$ cat src/rtl/main_mem_arbiter.sv
// rtl/main_mem_arbiter.sv - two-port round-robin arbiter serialising 8/16/32-bit accesses onto a byte RAM
// Big-endian byte order; one RAM byte per cycle; registered-read RAM (data one cycle after address).
module main_mem_arbiter #(
    parameter int ADDR_WIDTH = 16
) (
    input  logic                  clk,
    input  logic                  rst,
    input  logic                  r0_req,
    input  logic [31:0]           r0_addr,
    input  logic [1:0]            r0_size,
    input  logic                  r0_we,
    input  logic [31:0]           r0_wdata,
    output logic                  r0_ack,
    input  logic                  r1_req,
    input  logic [31:0]           r1_addr,
    input  logic [1:0]            r1_size,
    input  logic                  r1_we,
    input  logic [31:0]           r1_wdata,
    output logic                  r1_ack,
    output logic [31:0]           rdata,
    output logic                  busy,
    output logic                  grant_id,
    output logic [ADDR_WIDTH-1:0] mem_addr,
    output logic                  mem_we,
    output logic [7:0]            mem_wdata,
    input  logic [7:0]            mem_rdata
);

    typedef enum logic [1:0] {IDLE, XFER, ACK} state_t;

    state_t                  state_q, state_d;
    logic                    owner_q, owner_d;
    logic                    last_q, last_d;
    logic [ADDR_WIDTH-1:0]   addr_q, addr_d;
    logic [1:0]              lastk_q, lastk_d;
    logic [1:0]              k_q, k_d;
    logic                    we_q, we_d;
    logic [31:0]             wdata_q, wdata_d;
    logic [23:0]             acc_q, acc_d;
    logic                    sel;
    logic [1:0]              sel_size;
    logic [1:0]              byte_idx;

    logic unused_addr_bits;
    assign unused_addr_bits = ^{r0_addr[31:ADDR_WIDTH], r1_addr[31:ADDR_WIDTH]};

    always_ff @(posedge clk or posedge rst) begin
        if (rst) begin
            state_q <= IDLE;
            owner_q <= 1'b0;
            last_q  <= 1'b1;
            addr_q  <= '0;
            lastk_q <= 2'd0;
            k_q     <= 2'd0;
            we_q    <= 1'b0;
            wdata_q <= 32'd0;
            acc_q   <= 24'd0;
        end else begin
            state_q <= state_d;
            owner_q <= owner_d;
            last_q  <= last_d;
            addr_q  <= addr_d;
            lastk_q <= lastk_d;
            k_q     <= k_d;
            we_q    <= we_d;
            wdata_q <= wdata_d;
            acc_q   <= acc_d;
        end
    end

    always_comb begin
        state_d  = state_q;
        owner_d  = owner_q;
        last_d   = last_q;
        addr_d   = addr_q;
        lastk_d  = lastk_q;
        k_d      = k_q;
        we_d     = we_q;
        wdata_d  = wdata_q;
        acc_d    = acc_q;
        sel      = (r0_req && r1_req) ? ~last_q : r1_req;
        sel_size = sel ? r1_size : r0_size;
        case (state_q)
            IDLE: begin
                if (r0_req || r1_req) begin
                    owner_d = sel;
                    last_d  = sel;
                    addr_d  = sel ? r1_addr[ADDR_WIDTH-1:0] : r0_addr[ADDR_WIDTH-1:0];
                    we_d    = sel ? r1_we : r0_we;
                    wdata_d = sel ? r1_wdata : r0_wdata;
                    lastk_d = sel_size[1] ? 2'd3 : {1'b0, sel_size[0]};
                    k_d     = 2'd0;
                    acc_d   = 24'd0;
                    state_d = XFER;
                end
            end
            XFER: begin
                k_d = k_q + 2'd1;
                // RAM returns the previous cycle's byte, so capture lags the address by one
                if (!we_q && k_q != 2'd0) begin
                    acc_d = {acc_q[15:0], mem_rdata};
                end
                if (k_q == lastk_q) begin
                    state_d = ACK;
                end
            end
            ACK: begin
                state_d = IDLE;
            end
            default: begin
                state_d = IDLE;
            end
        endcase
    end

    assign byte_idx = lastk_q - k_q;

    always_comb begin
        busy      = (state_q != IDLE);
        grant_id  = busy & owner_q;
        mem_addr  = '0;
        mem_we    = 1'b0;
        mem_wdata = 8'd0;
        r0_ack    = (state_q == ACK) && !owner_q;
        r1_ack    = (state_q == ACK) && owner_q;
        rdata     = 32'd0;
        if (state_q == XFER) begin
            mem_addr = addr_q + ADDR_WIDTH'(k_q);
            mem_we   = we_q;
            if (we_q) begin
                case (byte_idx)
                    2'd0:    mem_wdata = wdata_q[7:0];
                    2'd1:    mem_wdata = wdata_q[15:8];
                    2'd2:    mem_wdata = wdata_q[23:16];
                    default: mem_wdata = wdata_q[31:24];
                endcase
            end
        end
        // Final byte is still on mem_rdata during ACK; the cleared accumulator zero-extends short reads
        if (state_q == ACK && !we_q) begin
            rdata = {acc_q, mem_rdata};
        end
    end

endmodule

$ cat config.mk
export PLATFORM = sky130hd
export DESIGN_NAME = main_mem_arbiter
export DESIGN_NICKNAME = d
export VERILOG_FILES = /design/src/rtl/main_mem_arbiter.sv
export SDC_FILE = /design/constraint.sdc
export NUM_CORES = 1
export LEC_CHECK = 0
export CORE_ASPECT_RATIO = 1.2
export CORE_MARGIN = 4
export CORE_UTILIZATION = 29
export CTS_CLUSTER_SIZE = 12
export DETAILED_ROUTE_END_ITERATION = 12
export GPL_TIMING_DRIVEN = 0
export HOLD_SLACK_MARGIN = 0.05
export PLACE_DENSITY = 0.67
export SYNTH_ARGS = -nofsm -noshare
export SYNTH_HDL_FRONTEND = slang
export SYNTH_SLANG_ARGS = --single-unit
$ cat constraint.sdc
create_clock -name clk -period 2.7 [get_ports clk]
set_clock_uncertainty 0.1 [all_clocks]
set_input_delay 0.27 -clock clk [delete_from_list [all_inputs] [get_ports clk]]
set_output_delay 0.27 -clock clk [all_outputs]
set_load 0.02 [all_outputs]
==> summary.md, run 1 <==
| Metric | Value |
|---|---|
| Status | `finished clean` |
| Layout cells sized above 1 | `8.49%` |
| Type of the most critical hold path | `in2async` |
| Max_slew headroom | `65.2%` |
| TritonCTS clock tree | `built` |
| Total gr overflow | `0` |
| Post-synth top flop | `dfrtp_1` |
| Worst path required time | `2330 ps` |
| Fin area | `6810 um2` |
| # diodes | `0` |
| Mapped Cells | `491` |
| Mapped cell area | `4470 um2` |
| Fmax | `0.383 GHz` |
| Depth of the worst register-to-register path | `8` |
| Pwr/cell area | `1010 nW/um2` |
| Clock Latency Late Sink | `330 ps` |
| Setup ws final | `86.1 ps` |
| Clk pin slew, worst setup/hold paths | `60 ps` |
| Worst-path cell chain | `ha_2, fa_2, and2_1, clkdlybuf4s50_1` |
| CTS Buf Count | `9` |
| Total GRT Usage | `15.6%` |
| Final core utilization | `45.1%` |
| Final Setup Violations | `0` |
| Post-DRT Antenna Nets | `0` |
| CP endpoint kind | `output port` |
| Critical Path Source Type | `register` |
| DRT iter0 DRCs | `222` |
| CTS Sinks | `81` |
| Peak VDD IR | `0.000407 V` |
| Die ar. | `17500 um2` |
| Longest Clk Path Bufs | `2` |
| Maximum fanout along the worst path | `5` |
| # hold bufs at CTS | `0` |
| Post-DP Area | `6490 um2` |
| Die Y | `144 um` |
| Htree depth | `3` |
| Final Non-Filler Cells | `887` |
| HPWL after DPL | `11000 um` |
| Min cycle time layout | `2610 ps` |
| IO buf count | `174` |
| Boundary pin count | `207` |
| Cell type with the largest total area after synthesis | `dfrtp_1` |
| Worst-Margin Slew | `522 ps` |
| Most frequent cells in the layout | `clkdlybuf4s50_1 (152), nand2_1 (109), dfrtp_1 (79)` |
| Critical path class | `reg2out` |
| Nets | `829` |
| Initial Util | `29.6%` |
| Place WS | `-97.8 ps` |
| Reg2reg setup slack | `540 ps` |
| Number of synthesized flops with an enable pin | `0` |
| Routed WL per cell | `15.3 um` |
| Setup TNS Final | `0 ps` |
| Post-synth ARST share | `100%` |
| Area share of the largest cell type after synthesis | `44.8%` |
| Worst EP arrival | `2240 ps` |
| Root buf cell | `clkbuf_16` |
| Ranking of synthesized cells by area | `dfrtp_1 (45%), mux2i_1 (15%), nand2_1 (9.2%)` |
| Pwr Total | `6.88 mW` |
| Hold_ws | `216 ps` |
| Maxcap violations | `0` |
| Syn_nets | `642` |
| Placer congestion estimate | `0.810` |
| Routed vias | `4077` |
| FP Rows | `49` |
| Syn-to-layout area delta | `52.4%` |
| #FFs+latches synth | `81` |
| RSZ-0062 raised after global routing | `false` |
| Largest net degree at the start of global routing | `45` |
| First-pass GRT wire length | `21400 um` |
| First-pass iteration count of the detailed router | `5` |
| Post-synth cell types | `39` |
| Fin. max-slew vios | `0` |
| Post-Route WL | `13600 um` |
| Placeable Area | `15100 um2` |
| Critical R2R Launch | `k_q[1]` |
| Period Utilization, post-route | `96.8%` |
| Dpl cells | `870` |
| Synth Area per Inst | `9.10 um2` |
| Die Width | `121 um` |
| CP max stage cell | `clkdlybuf4s50_1` |
| P_leak | `2.98 nW` |
| Critical R2R Capture | `acc_q[5]` |
| Commonest non-fill, non-tap cell in the layout | `clkdlybuf4s50_1` |
| Via density | `4.60` |
| Final hold violation count | `0` |
| Worst path max stage delay | `630 ps` |
| Synth Warn # | `0` |
| DRC Markers | `0` |
| Initial antenna violation count | `0` |
| Number of global-route vias before repair | `4247` |
| Sequential area share after synthesis | `45.4%` |
[worst max-delay path, delay by kind of cell (launching register included)]
kind | cells | cell delay, ps
fa+ha+maj | 2 | 730
buf+inv | 1 | 630
flops | 1 | 440
simple gates | 1 | 110
[routing by layer]
metal,vias to the layer above,track usage [%],routed length (um)
li1,2046,-,-
met2,102,28.2,7200
met5,-,0,0
met3,10,2.90,603
met1,1919,18.8,5590
met4,0,4.84,184
[flip-flops by register name, indices dropped and copies added, names as in the netlist]
register,cells
owner_q,1
acc_q,24
state_q,2
k_q,2
lastk_q,2
addr_q,16
we_q,1
wdata_q,32
last_q,1
[power breakdown]
group	internal (mW)	switching [mW]	total, mW
clock network	0.842	0.489	1.33
logic	1.41	1.93	3.33
registers	1.77	0.449	2.22
[cell usage after synthesis (3+ instances only)]
library cell  instances
a21oi_1               4
nor2_1               19
ha_1                  4
nand2_1             109
o21ai_0              74
xnor2_1               5
and2_1               35
nand3_1               5
dfrtp_1              80
buf_2                 8
o21ai_1               4
mux2i_1              68
nand2b_1              4
clkbuf_1             20
inv_1                 6
and4_1                3
xor2_1                6
o22ai_1               8
nand4_1               4
[what timing repair did]
action | 4_1_cts | 5_1_grt
gates resized for setup | 43 | 27
endpoints found under the setup margin | 54 | 39
pin swaps | 1 | 0
buffers inserted | 1 | 0
hold endpoints to repair | 0 | 0
[worst max path at each step]
stage / slack, ps / end / cells after the start / from
after floorplan: 250 / acc_q[0] / 1 / rst
after global placement: -930 / addr_q[5] / 2 / rst
after detailed placement: -100 / mem_addr[15] / 6 / k_q[1]
after CTS: -50 / mem_addr[10] / 7 / k_q[0]
after global routing: 2 / mem_addr[2] / 5 / k_q[0]
final: 90 / mem_addr[1] / 4 / k_q[0]
[logic make-up (layout without fill, tap and decap cells)]
kind of cell	after synthesis	in the layout	share of synthesized area, %
buffers and inverters	39	231	4.03
muxes	68	68	15.2
adders and majority gates	5	5	1.57
AOI/OAI and AO/OA	98	98	11.6
DFF	81	81	45.4
xor gates and xnor gates	13	13	3.14
and+or+nand+nor	187	187	19.0
[final cells by class]
| type | instances | area [um2] |
|---|---|---|
| fillers | 1537 | 8270 |
| multi-input cells | 371 | 2310 |
| flip-flops and latches | 81 | 2030 |
| repair buffers | 176 | 1700 |
| well taps | 204 | 255 |
| clock buffers | 11 | 243 |
| plain buffers | 33 | 164 |
| clock inverters | 5 | 86.3 |
| inverters | 6 | 25.0 |
No activity file was read; power rests on OpenSTA's default activity.
==> inputs of run 2 (changes only) <==
--- a/config.mk
+++ b/config.mk
@@ -13,6 +13,7 @@
 export GPL_TIMING_DRIVEN = 0
 export HOLD_SLACK_MARGIN = 0.05
 export PLACE_DENSITY = 0.67
+export SETUP_SLACK_MARGIN = 0.5
 export SYNTH_ARGS = -nofsm -noshare
 export SYNTH_HDL_FRONTEND = slang
 export SYNTH_SLANG_ARGS = --single-unit
==> summary.md, run 2 (same netlist as run 1, synthesis figures left out) <==
| Metric | Value |
|---|---|
| Status | `finished clean` |
| Critical R2R Capture | `acc_q[2]` |
| Boundary pin count | `207` |
| First-pass GRT wire length | `21800 um` |
| Initial Util | `29.6%` |
| Peak VDD IR | `0.000419 V` |
| Combinational fraction of design power | `51.8%` |
| Reg area | `2030 um2` |
| Total GRT Usage | `16.0%` |
| Critical path class | `reg2out` |
| Initial antenna violation count | `0` |
| Family with the most delay on the worst path | `flip-flops` |
| Sw frac | `41.4%` |
| Syn-to-layout area delta | `56.0%` |
| DRT iter0 DRCs | `208` |
| Pwr/cell area | `1030 nW/um2` |
| Max_slew headroom | `43.4%` |
| Worst EP arrival | `2100 ps` |
| Clk pin slew, worst setup/hold paths | `60 ps` |
| Longest Clk Path Bufs | `2` |
| Critical R2R Launch | `k_q[1]` |
| Crit path buf inv count | `3` |
| Worst-path cell chain | `xnor2_4, xor2_4, buf_12, buf_4, mux2i_2, o22ai_1, buf_2` |
| Most frequent cells in the layout | `clkdlybuf4s50_1 (117), nand2_1 (107), dfrtp_1 (78)` |
| Int Power | `4.22 mW` |
| HPWL after DPL | `11100 um` |
| Final Setup Violations | `0` |
| Fmax | `0.405 GHz` |
| Placer congestion estimate | `0.832` |
| First-pass iteration count of the detailed router | `5` |
| Fillers | `1508` |
| Maxcap violations | `0` |
| Period Utilization, post-route | `91.5%` |
| Worst-Margin Slew | `847 ps` |
| Top Registers | `wdata_q: 32 flops, acc_q: 24 flops, addr_q: 16 flops` |
| Hold_ws | `349 ps` |
| Final core utilization | `46.2%` |
| Footprint of the multi-input gates | `2390 um2` |
| Root buf cell | `clkbuf_16` |
| DRC Markers | `0` |
| IO buf count | `174` |
| Crit. Startpoint | `k_q[1]` |
| Post-Route WL | `14100 um` |
| Die Y | `144 um` |
| Type of the most critical hold path | `in2async` |
| Routed WL per cell | `15.6 um` |
| TritonCTS clock tree | `built` |
| Most flop-heavy register | `wdata_q` |
| Commonest non-fill, non-tap cell in the layout | `clkdlybuf4s50_1` |
| CTS Buf Count | `9` |
| Die Width | `121 um` |
| Post-DRT Antenna Nets | `0` |
| # diodes | `0` |
| Htree depth | `3` |
| Layout cells sized above 1 | `18.3%` |
| Depth of the worst register-to-register path | `8` |
| Maximum fanout along the worst path | `10` |
| CTS Sinks | `81` |
| Final hold violation count | `0` |
| Fin. max-slew vios | `0` |
| Critical Path Source Type | `register` |
| P_leak | `3.05 nW` |
| Clock Power Share | `17.0%` |
| Largest net degree at the start of global routing | `46` |
| Via density | `4.61` |
| Reg2reg setup slack | `610 ps` |
| Number of global-route vias before repair | `4261` |
| Clock Latency Late Sink | `330 ps` |
| Routed vias | `4144` |
| RSZ-0062 raised after global routing | `true` |
| FP Rows | `49` |
| Nets | `840` |
| Placeable Area | `15100 um2` |
| Worst path required time | `2330 ps` |
| # hold bufs at CTS | `0` |
| Die ar. | `17500 um2` |
| CP max stage cell | `dfrtp_2` |
| Net switching power | `2.98 mW` |
| Min cycle time layout | `2470 ps` |
| CP endpoint kind | `output port` |
| Total gr overflow | `0` |
| Worst path max stage delay | `480 ps` |
| Max reg flops | `32` |
| Share of power burned in registers | `31.2%` |
run 2: cell count changes in the layout (fill, tap and decap cells not counted), sizes merged:
cell / before / now
buf: 20 / 51
dlygate4sd2: 7 / 3
clkdlybuf4s15: 1 / 21
dlymetal6s2s: 1 / 0
clkinvlp: 0 / 1
clkinv: 2 / 3
clkdlybuf4s18: 0 / 1
clkdlybuf4s50: 152 / 117
inv: 7 / 5
bufinv: 2 / 1
run 2: what timing repair did:
action / in CTS / in global routing
setup endpoints to repair: 57 / 55
setup buffers: 6 / 6
resized for setup: 221 / 40
pin swaps: 6 / 11
run 2: final cells by class:
type	instances	area share, %
inverter	6	0.377
sequential	81	29.1
clock buffer	12	3.53
tap	204	3.66
timing repair buffer	187	25.6
multi-input combinational	371	34.3
clock inverter	4	0.753
buffer	33	2.66
run 2: power by group through the flow:
stage                     combinational, mW  clock (mW)  sequential, mW
after global placement                 3.33           0            2.19
after detailed placement               3.40           0            2.22
after global routing                   4.13        1.31            2.32
final                                  3.73        1.22            2.25
after floorplan                        2.21           0            2.08
after CTS                              3.54        1.25            2.24
run 2: worst max-delay path by stage:
stage	endpoint	depth (start not counted)
2_1_floorplan	mem_addr[15]	5
3_3_place_gp	mem_addr[15]	6
3_5_place_dp	mem_addr[15]	6
4_1_cts	mem_addr[14]	7
5_1_grt	mem_wdata[0]	7
6_report	mem_wdata[5]	7
run 2: routing by layer:
metal / vias up / GRT usage [%] / share of wire [%] / wire (um)
met5: - / 0 / 0 / 0
met4: 0 / 6.31 / 2.6 / 363
met3: 21 / 3.21 / 4.2 / 593
met2: 113 / 27.6 / 52 / 7250
met1: 1950 / 19.6 / 42 / 5840
li1: 2060 / - / - / -
run 2: worst register-to-register path, cell delays in order, from the launching register on:
cell and delay (ps):
dfrtp_2 480, inv_1 90, ha_1 190, or3b_1 350, a21o_1 210, buf_2 180, buf_2 200, nand2_1 80
o21ai_0 80
run 2: through the flow:
stage	cell area (um2)	setup WS, ps	total power [mW]	setup TNS, ps	std cells
2_1_floorplan	4470	590	4.29	0	491
3_3_place_gp	6470	-93.2	5.52	-101	869
3_5_place_dp	6490	-130	5.62	-252	870
4_1_cts	6910	254	7.03	0	892
5_1_grt	6970	159	7.76	0	898
6_report	6970	229	7.20	0	898
